**config.mk**
```make
export PLATFORM = sky130hd
export DESIGN_NAME = pipo_rr_load_ctrl
export DESIGN_NICKNAME = d
export VERILOG_FILES = /design/src/rtl/pipo_rr_load_ctrl_pkg.sv /design/src/rtl/pipo_rr_load_ctrl_rr_pick.sv /design/src/rtl/pipo_rr_load_ctrl.sv
export SDC_FILE = /design/constraint.sdc
export NUM_CORES = 1
export LEC_CHECK = 0
export CORE_ASPECT_RATIO = 1.25
export CORE_UTILIZATION = 31
export DETAILED_ROUTE_END_ITERATION = 16
export GPL_TIMING_DRIVEN = 0
export PLACE_DENSITY = 0.85
export SLEW_MARGIN = 10
export SYNTH_ARGS = -nofsm -noshare
export SYNTH_HDL_FRONTEND = slang
export SYNTH_SLANG_ARGS = --single-unit
```
**constraint.sdc**
```tcl
create_clock -name clk -period 2.32 [get_ports clk]
set_input_delay 0.464 -clock clk [delete_from_list [all_inputs] [get_ports clk]]
set_output_delay 0.464 -clock clk [all_outputs]
set_load 0.02 [all_outputs]
```
**src/rtl/pipo_rr_load_ctrl_pkg.sv**
```systemverilog
// Shared definitions for the round-robin PIPO load controller.
package pipo_rr_load_ctrl_pkg;

    typedef enum logic {
        ST_EMPTY = 1'b0,
        ST_FULL  = 1'b1
    } state_t;

    // Owner/pointer index width; a single requester still needs one bit.
    function automatic int iw_of(input int n);
        return (n > 1) ? $clog2(n) : 1;
    endfunction

endpackage

```
**src/rtl/pipo_rr_load_ctrl_rr_pick.sv**
```systemverilog
// Combinational rotating-priority pick: first valid index at or after ptr, wrapping.
module rr_pick
    import pipo_rr_load_ctrl_pkg::*;
#(
    parameter int NREQ = 4
) (
    input  logic [NREQ-1:0]         valid,
    input  logic [iw_of(NREQ)-1:0]  ptr,
    output logic                    any,
    output logic [iw_of(NREQ)-1:0]  g
);

    localparam int IW = iw_of(NREQ);

    int unsigned idx;

    // Scan offsets from farthest to nearest so the nearest valid index wins.
    always_comb begin
        any = |valid;
        g   = '0;
        idx = 0;
        for (int unsigned k = NREQ; k > 0; k--) begin
            idx = int'(ptr) + k - 1;
            if (idx >= NREQ)
                idx = idx - NREQ;
            if (valid[idx])
                g = IW'(idx);
        end
    end

endmodule

```
**src/rtl/pipo_rr_load_ctrl.sv**
```systemverilog
// Round-robin load controller for a shared PIPO register; presents the held word as a one-entry stage.
module pipo_rr_load_ctrl
    import pipo_rr_load_ctrl_pkg::*;
#(
    parameter int NREQ = 4,
    parameter int W    = 8
) (
    input  logic                    clk,
    input  logic                    reset,
    input  logic [NREQ-1:0]         req_valid,
    input  logic [NREQ*W-1:0]       req_data,
    output logic [NREQ-1:0]         req_ready,
    output logic                    reg_load,
    output logic [W-1:0]            reg_pi,
    output logic                    out_valid,
    input  logic                    out_ready,
    output logic [iw_of(NREQ)-1:0]  out_owner
);

    localparam int IW = iw_of(NREQ);

    state_t          state, state_nx;
    logic [IW-1:0]   ptr;
    logic [IW-1:0]   g;
    logic            any;
    logic            can_load;
    logic            grant;

    rr_pick #(.NREQ(NREQ)) u_pick (
        .valid (req_valid),
        .ptr   (ptr),
        .any   (any),
        .g     (g)
    );

    assign can_load = ~reset & ((state == ST_EMPTY) | out_ready);
    assign grant    = can_load & any;

    always_ff @(posedge clk) begin
        if (reset)
            state <= ST_EMPTY;
        else
            state <= state_nx;
    end

    // A grant while FULL refills in place, giving one word per cycle.
    always_comb begin
        state_nx = state;
        if (grant)
            state_nx = ST_FULL;
        else if (state == ST_FULL && out_ready)
            state_nx = ST_EMPTY;
    end

    always_comb begin
        req_ready = '0;
        reg_load  = 1'b0;
        reg_pi    = '0;
        out_valid = (state == ST_FULL);
        if (grant) begin
            req_ready[g] = 1'b1;
            reg_load     = 1'b1;
            reg_pi       = req_data[int'(g)*W +: W];
        end
    end

    always_ff @(posedge clk) begin
        if (reset) begin
            ptr       <= '0;
            out_owner <= '0;
        end else if (grant) begin
            out_owner <= g;
            ptr       <= (g == IW'(NREQ - 1)) ? '0 : g + IW'(1);
        end
    end

endmodule

```
# [After elaboration in Yosys (flattened, before gate mapping)]
# Cells that the tools add are included.
[word_totals] regBits=5 latchBits=0 mem_bits_rw=0 mem_bits_ro=0 input_bits=39 out_inout_bits=16 word_cells=61 mem_count=0
[classes] n_addsub=13 n_mul=0 div=0 magnitude_cmp=10 eq_ne=1 shift=1 muxes=24 bitwise_logic=5 reduce_logical=4
[ops] op="$ge A32 B3 Y1 const B" count=4
[ops] op="$lt A32 B3 Y1 const B" count=4
[ops] op="$mux W32" count=4
[ops] op="$sub A32 B1 Y32 const B" count=4
[ops] op="$sub A32 B3 Y32 const B" count=4
[ops] op="$shiftx A32 B6 Y8" count=1
[ops] op="$mux W2" count=5
[ops] op="$bmux W1 S2" count=4
[ops] op="$mux W1" count=8
[ops] op="$mux W8" count=1
[ops] op="$add A2 B2 Y3 const B" count=2
[ops] op="$add A2 B3 Y4 const B" count=1
[ops] op="$mux W4" count=1
[ops] op="$reduce_or A4 Y1" count=1
[ops] op="$add A2 B1 Y3 const B" count=1
[ops] op="$lt A2 B3 Y1 const B" count=1
[ops] op="$add A2 B1 Y2 const B" count=1
[ops] op="$and A1 B1 Y1" count=2
[ops] op="$demux W1 S2" count=1
[ops] op="$eq A2 B2 Y1 const B" count=1
[ops] op="$ge A2 B1 Y1 const B" count=1
[ops] op="$logic_and A1 B1 Y1" count=2
[ops] op="$not A1 Y1" count=2
[ops] op="$reduce_bool A2 Y1" count=1
[ops] op="$or A1 B1 Y1" count=1

# [Longest topological paths before layout]
[logic_depth] ltp_word=15 depth_mapped=8 depth_no_buf=6

# [By module]
# Synthesis repeated with hierarchy kept, for this count alone.
[hier_totals] hier_cells=67 area_unflattened_um2=620.6
[by_module_without_submodules] mod="pipo_rr_load_ctrl" instances=1 cells_per_inst=54 area_per_inst_um2=543.0 seq_area_each_um2=100.1
[by_module_without_submodules] mod="rr_pick" instances=1 cells_per_inst=13 area_per_inst_um2=77.6 seq_area_each_um2=0.0

# [Worst setup path after synthesis]
# No wires, ideal clock.
[synth_timing] path_kind="input-to-output" start="input req_valid[1]" end="output reg_pi[0]" arrival_ps=1479 required_time_ps=1856 setup_slack_ps=377 stages=6 n_path_buf=2 cell_sequence="nand3b_1 a2bb2oi_2 buf_6 buf_12 mux2i_1 o22ai_1"
[synth_via] elab_chain_cells=8 word_cells_on_any_way=16 classes_between="1 x shift; 13 x mux; 1 x bitwise; 1 x reduce/logical"
[synth_lines] item="from (decl)" line_no="pipo_rr_load_ctrl.sv:10" source="input logic [NREQ-1:0] req_valid,"
[synth_lines] item="$bmux W1 S2" line_no="pipo_rr_load_ctrl_rr_pick.sv:26" source="if (valid[idx])"
[synth_lines] item="$mux W1 (implied by the code)" line_no="pipo_rr_load_ctrl_rr_pick.sv:26"
[synth_lines] item="$mux W2 (3 in a row)" line_no="pipo_rr_load_ctrl_rr_pick.sv:26"
[synth_lines] item="$mux W2 *" line_no="pipo_rr_load_ctrl_rr_pick.sv:26"
[synth_lines] item="net g[1]" line_no="pipo_rr_load_ctrl.sv:24" source="logic [IW-1:0] g;"
[synth_lines] item="$shiftx A32 B6 Y8 *" line_no="pipo_rr_load_ctrl.sv:63" source="reg_pi = req_data[int'(g)*W +: W];"
[synth_lines] item="$mux W8 *" line_no="pipo_rr_load_ctrl.sv:60" source="if (grant) begin"
[synth_lines] item="to (decl)" line_no="pipo_rr_load_ctrl.sv:14" source="output logic [W-1:0] reg_pi,"
# Mark *: on every way through the listed nets, which the timed path passes. The rest lies on a longest branch. The select of a mux whose other input is x is not followed.

# [Worst setup path in the final report]
[layout_timing] start="input req_valid[3]" end="output reg_pi[3]"
[layout_via] elab_chain_cells=8 word_cells_on_any_way=16 classes_between="1 x shift; 13 x mux; 1 x bitwise; 1 x reduce/logical"
[layout_lines] item="$bmux W1 S2" line_no="pipo_rr_load_ctrl_rr_pick.sv:26"
[layout_lines] item="$mux W1 (implied by the code)" line_no="pipo_rr_load_ctrl_rr_pick.sv:26"
[layout_lines] item="$mux W2 (4 in a row)" line_no="pipo_rr_load_ctrl_rr_pick.sv:26"
[layout_lines] item="$shiftx A32 B6 Y8" line_no="pipo_rr_load_ctrl.sv:63"
[layout_lines] item="$mux W8 *" line_no="pipo_rr_load_ctrl.sv:60"
# Every way passes the cells marked *; elsewhere a longest branch is shown, timed or not. The select of a mux whose other input is x is not followed.

==> metrics <==
run status=finished clean; floorplan row count=17; leading post-synthesis cells by cell area=sky130_fd_sc_hd__mux2i_1 28%, sky130_fd_sc_hd__dfxtp_1 16%, sky130_fd_sc_hd__ha_1 8.1%; post-synthesis async set-or-reset flop share=0; DP HPWL=1490 um; Post-Syn Area=617 sq um; Top FF cell, synth=sky130_fd_sc_hd__dfxtp_1; Min Clock Period, post-route=2.26 ns; I/O pin count=55; # placed instances=approximately 140; Post-Synthesis Cells=69; most used standard cell by instance count after synthesis=sky130_fd_sc_hd__mux2i_1; category of cells accounting for the largest share of critical-path delay=simple AND/OR/NAND/NOR gates; area of the core=around 1800 sq um; synthesized area per cell=8.94 sq um; DR vias=789; Largest stage delay, worst path=0.41 ns; pin count of the biggest net entering global routing=12; clock insertion delay at the later pin of the skew report=0.24 ns; Area Growth Syn to Fin=121%; final estimated routing congestion in global placement=between 0.7 and 0.8; initial cell density of the core=0.341; final antenna diode count=0; Setup Total Neg Slack=0 ns; total power=681 uW; detail-routed net length per standard cell=13.7 um; final wirelength=2060 um; via count of the first global-routing pass=765; max-slew violations=0; GR met2 Demand/Resource=0.365; peak-usage layer in the global routing report=met2; CP Max Fanout=9; Maximum Capacitance Violations=0; power density of the placed cells=499 nW/um^2; required time worst endpoint=1.86 ns; residual DRC count=0; post-synthesis sequential area ratio=0.162; die area=2170 sq um; relative slew slack=0.784; Worst Max-Slew Pin Slew=0.321 ns; Worst path slowest cell=sky130_fd_sc_hd__nor4_4; leftover overflow at the end of global routing=0; number of detailed-routing iterations run before antenna repair=4; Max Clock Skew=0.000457 ns; most frequent cells after synthesis=17 x sky130_fd_sc_hd__mux2i_1, 8 x sky130_fd_sc_hd__o22ai_1, 5 x sky130_fd_sc_hd__dfxtp_1; level count of the clock H-tree=1; kind of end point of the critical path=primary output; worst path cell trace=clkdlybuf4s15_1, nor4_4, nor3b_4, buf_6, nand2_4, o22ai_1, buf_4; static power due to leakage=between 0.5 and 0.6 nW; total nets after synthesis=between 100 and 150; number of synthesized flops with an enable pin=0; horizontal die dimension=41.9 um; global-route wire length before repair=roughly 3000 um; upper clock frequency limit=443 MHz; number of endpoints with negative hold slack in the final report=0; Net count, final=175; CP bufs+invs=3; Synth Register Bits=5; Non-Filler Instances=150; deepest clock path buffer count=2; met1 track utilization from global routing=0.167; type of the worst min-delay path=register to register; violation count after the first detailed-route iteration=9; class of the most critical setup path=input port to primary output; area share of the largest cell type after synthesis=0.276; Data arrival, critical path=1.80 ns; peak supply drop=0.296 mV; global routing met3 resource utilization=0.0382; number of clock sinks seen by CTS=5; period utilisation layout=0.974; layout cell share with drive strength beyond 1=0.374; Unique masters post-synth=24; Worst-path clk slew=0.04 ns; clock tree from TritonCTS=built; Warnings, synthesis=0; startpoint class of the critical path=input port; number of clock buffers inserted by TritonCTS=3; global-route usage over all layers=0.176; CTS Root Buffer Type=sky130_fd_sc_hd__clkbuf_4; y dimension of the die=around 52 um; detailed-route vias per instance=5.26; number of antenna violations at the first check in global routing=0; setup violation total in the final timing report=0; Yosys top cell by area=sky130_fd_sc_hd__mux2i_1; number of routed nets with antenna violations=0; count of input and output buffers=54
## report_power, final
group / switching (mW) / internal [mW]
registers: 0.0143 / 0.0986
clock network: 0.0346 / 0.0650
logic: 0.213 / 0.255
## worst min-delay path: stages (launching register included)
cell	delay, ns
sky130_fd_sc_hd__dfxtp_1	0.30
sky130_fd_sc_hd__nand2b_1	0.06
sky130_fd_sc_hd__o21ai_0	0.06
## per-stage QoR
stage | hold slack [ns] | instance area (sq um) | setup WS (ns) | utilization
5_1_grt | 0.506 | 1360 | -0.00541 | 0.754
3_5_place_dp | 0.474 | 1180 | -0.734 | 0.653
4_1_cts | 0.482 | 1240 | -0.00275 | 0.686
3_3_place_gp | 0.460 | 1180 | -0.675 | 0.653
6_report | 0.476 | 1360 | 0.0604 | 0.754
2_1_floorplan | 0.497 | 617 | 0.377 | -
## logic make-up (layout without fill, tap and decap cells)
kind of cell / Yosys count / after routing / share of synthesized area
compound gates: 17 / 17 / 0.181
simple gates: 20 / 20 / 0.223
buf+inv: 6 / 68 / 0.0771
flops: 5 / 5 / 0.162
fa+ha+maj: 4 / 4 / 0.0811
mux: 17 / 17 / 0.276
## area by class of cell
cell class,instances,area (sq um)
clock buffer,4,26.3
tap,19,23.8
timing repair buffer,58,558
inverter,3,11.3
buffer,3,38.8
multi-input combinational,58,606
sequential,5,100
fill,125,444
## routing by layer
| metal | vias to the layer above | share of wire |
|---|---|---|
| li1 | 379 | - |
| met1 | 363 | 0.35 |
| met2 | 45 | 0.56 |
| met3 | 2 | 0.089 |
| met4 | 0 | 0.0049 |
| met5 | - | 0 |
## state kept, by name, summed over array words and instances, names as in the netlist
register	cells
out_owner	2
out_valid	1
ptr	2
## layout by cell type, fill, tap and decap left out, types with 2 or more instances in the layout
master,count
sky130_fd_sc_hd__clkdlybuf4s50_1,35
sky130_fd_sc_hd__mux2i_1,13
sky130_fd_sc_hd__buf_6,9
sky130_fd_sc_hd__o22ai_2,6
sky130_fd_sc_hd__buf_2,6
sky130_fd_sc_hd__dfxtp_1,5
sky130_fd_sc_hd__buf_4,4
sky130_fd_sc_hd__and2_1,4
sky130_fd_sc_hd__ha_1,4
sky130_fd_sc_hd__nand2b_1,3
sky130_fd_sc_hd__o21ai_0,3
sky130_fd_sc_hd__clkbuf_4,3
sky130_fd_sc_hd__nor2_1,2
sky130_fd_sc_hd__a21oi_1,2
sky130_fd_sc_hd__inv_2,2
sky130_fd_sc_hd__a21oi_2,2
sky130_fd_sc_hd__mux2i_2,2
sky130_fd_sc_hd__mux2i_4,2
sky130_fd_sc_hd__nand2_1,2
sky130_fd_sc_hd__dlymetal6s2s_1,2
sky130_fd_sc_hd__clkdlybuf4s15_1,2
## path summary, 6_finish.rpt
check / slack, ns / end / cells after the start / startpoint
worst max register to register: 0.81 / ptr[1]$_SDFFE_PP0P_ / 8 / ptr[1]$_SDFFE_PP0P_
worst max-delay path: 0.06 / reg_pi[3] / 7 / req_valid[3]
worst min register to register: 0.48 / out_owner[1]$_SDFFE_PP0P_ / 2 / out_owner[1]$_SDFFE_PP0P_
worst min-delay path: 0.48 / out_owner[1]$_SDFFE_PP0P_ / 2 / out_owner[1]$_SDFFE_PP0P_
## what timing repair did
| action | 4_1_cts | 5_1_grt |
|---|---|---|
| gates cloned | 0 | 0 |
| hold buffers | 0 | 0 |
| resized for setup | 69 | 39 |
| pin swaps | 4 | 5 |
| setup buffers | 4 | 0 |
| setup endpoints to repair | 13 | 12 |
Note: power is estimated with default switching activity, not from simulation.
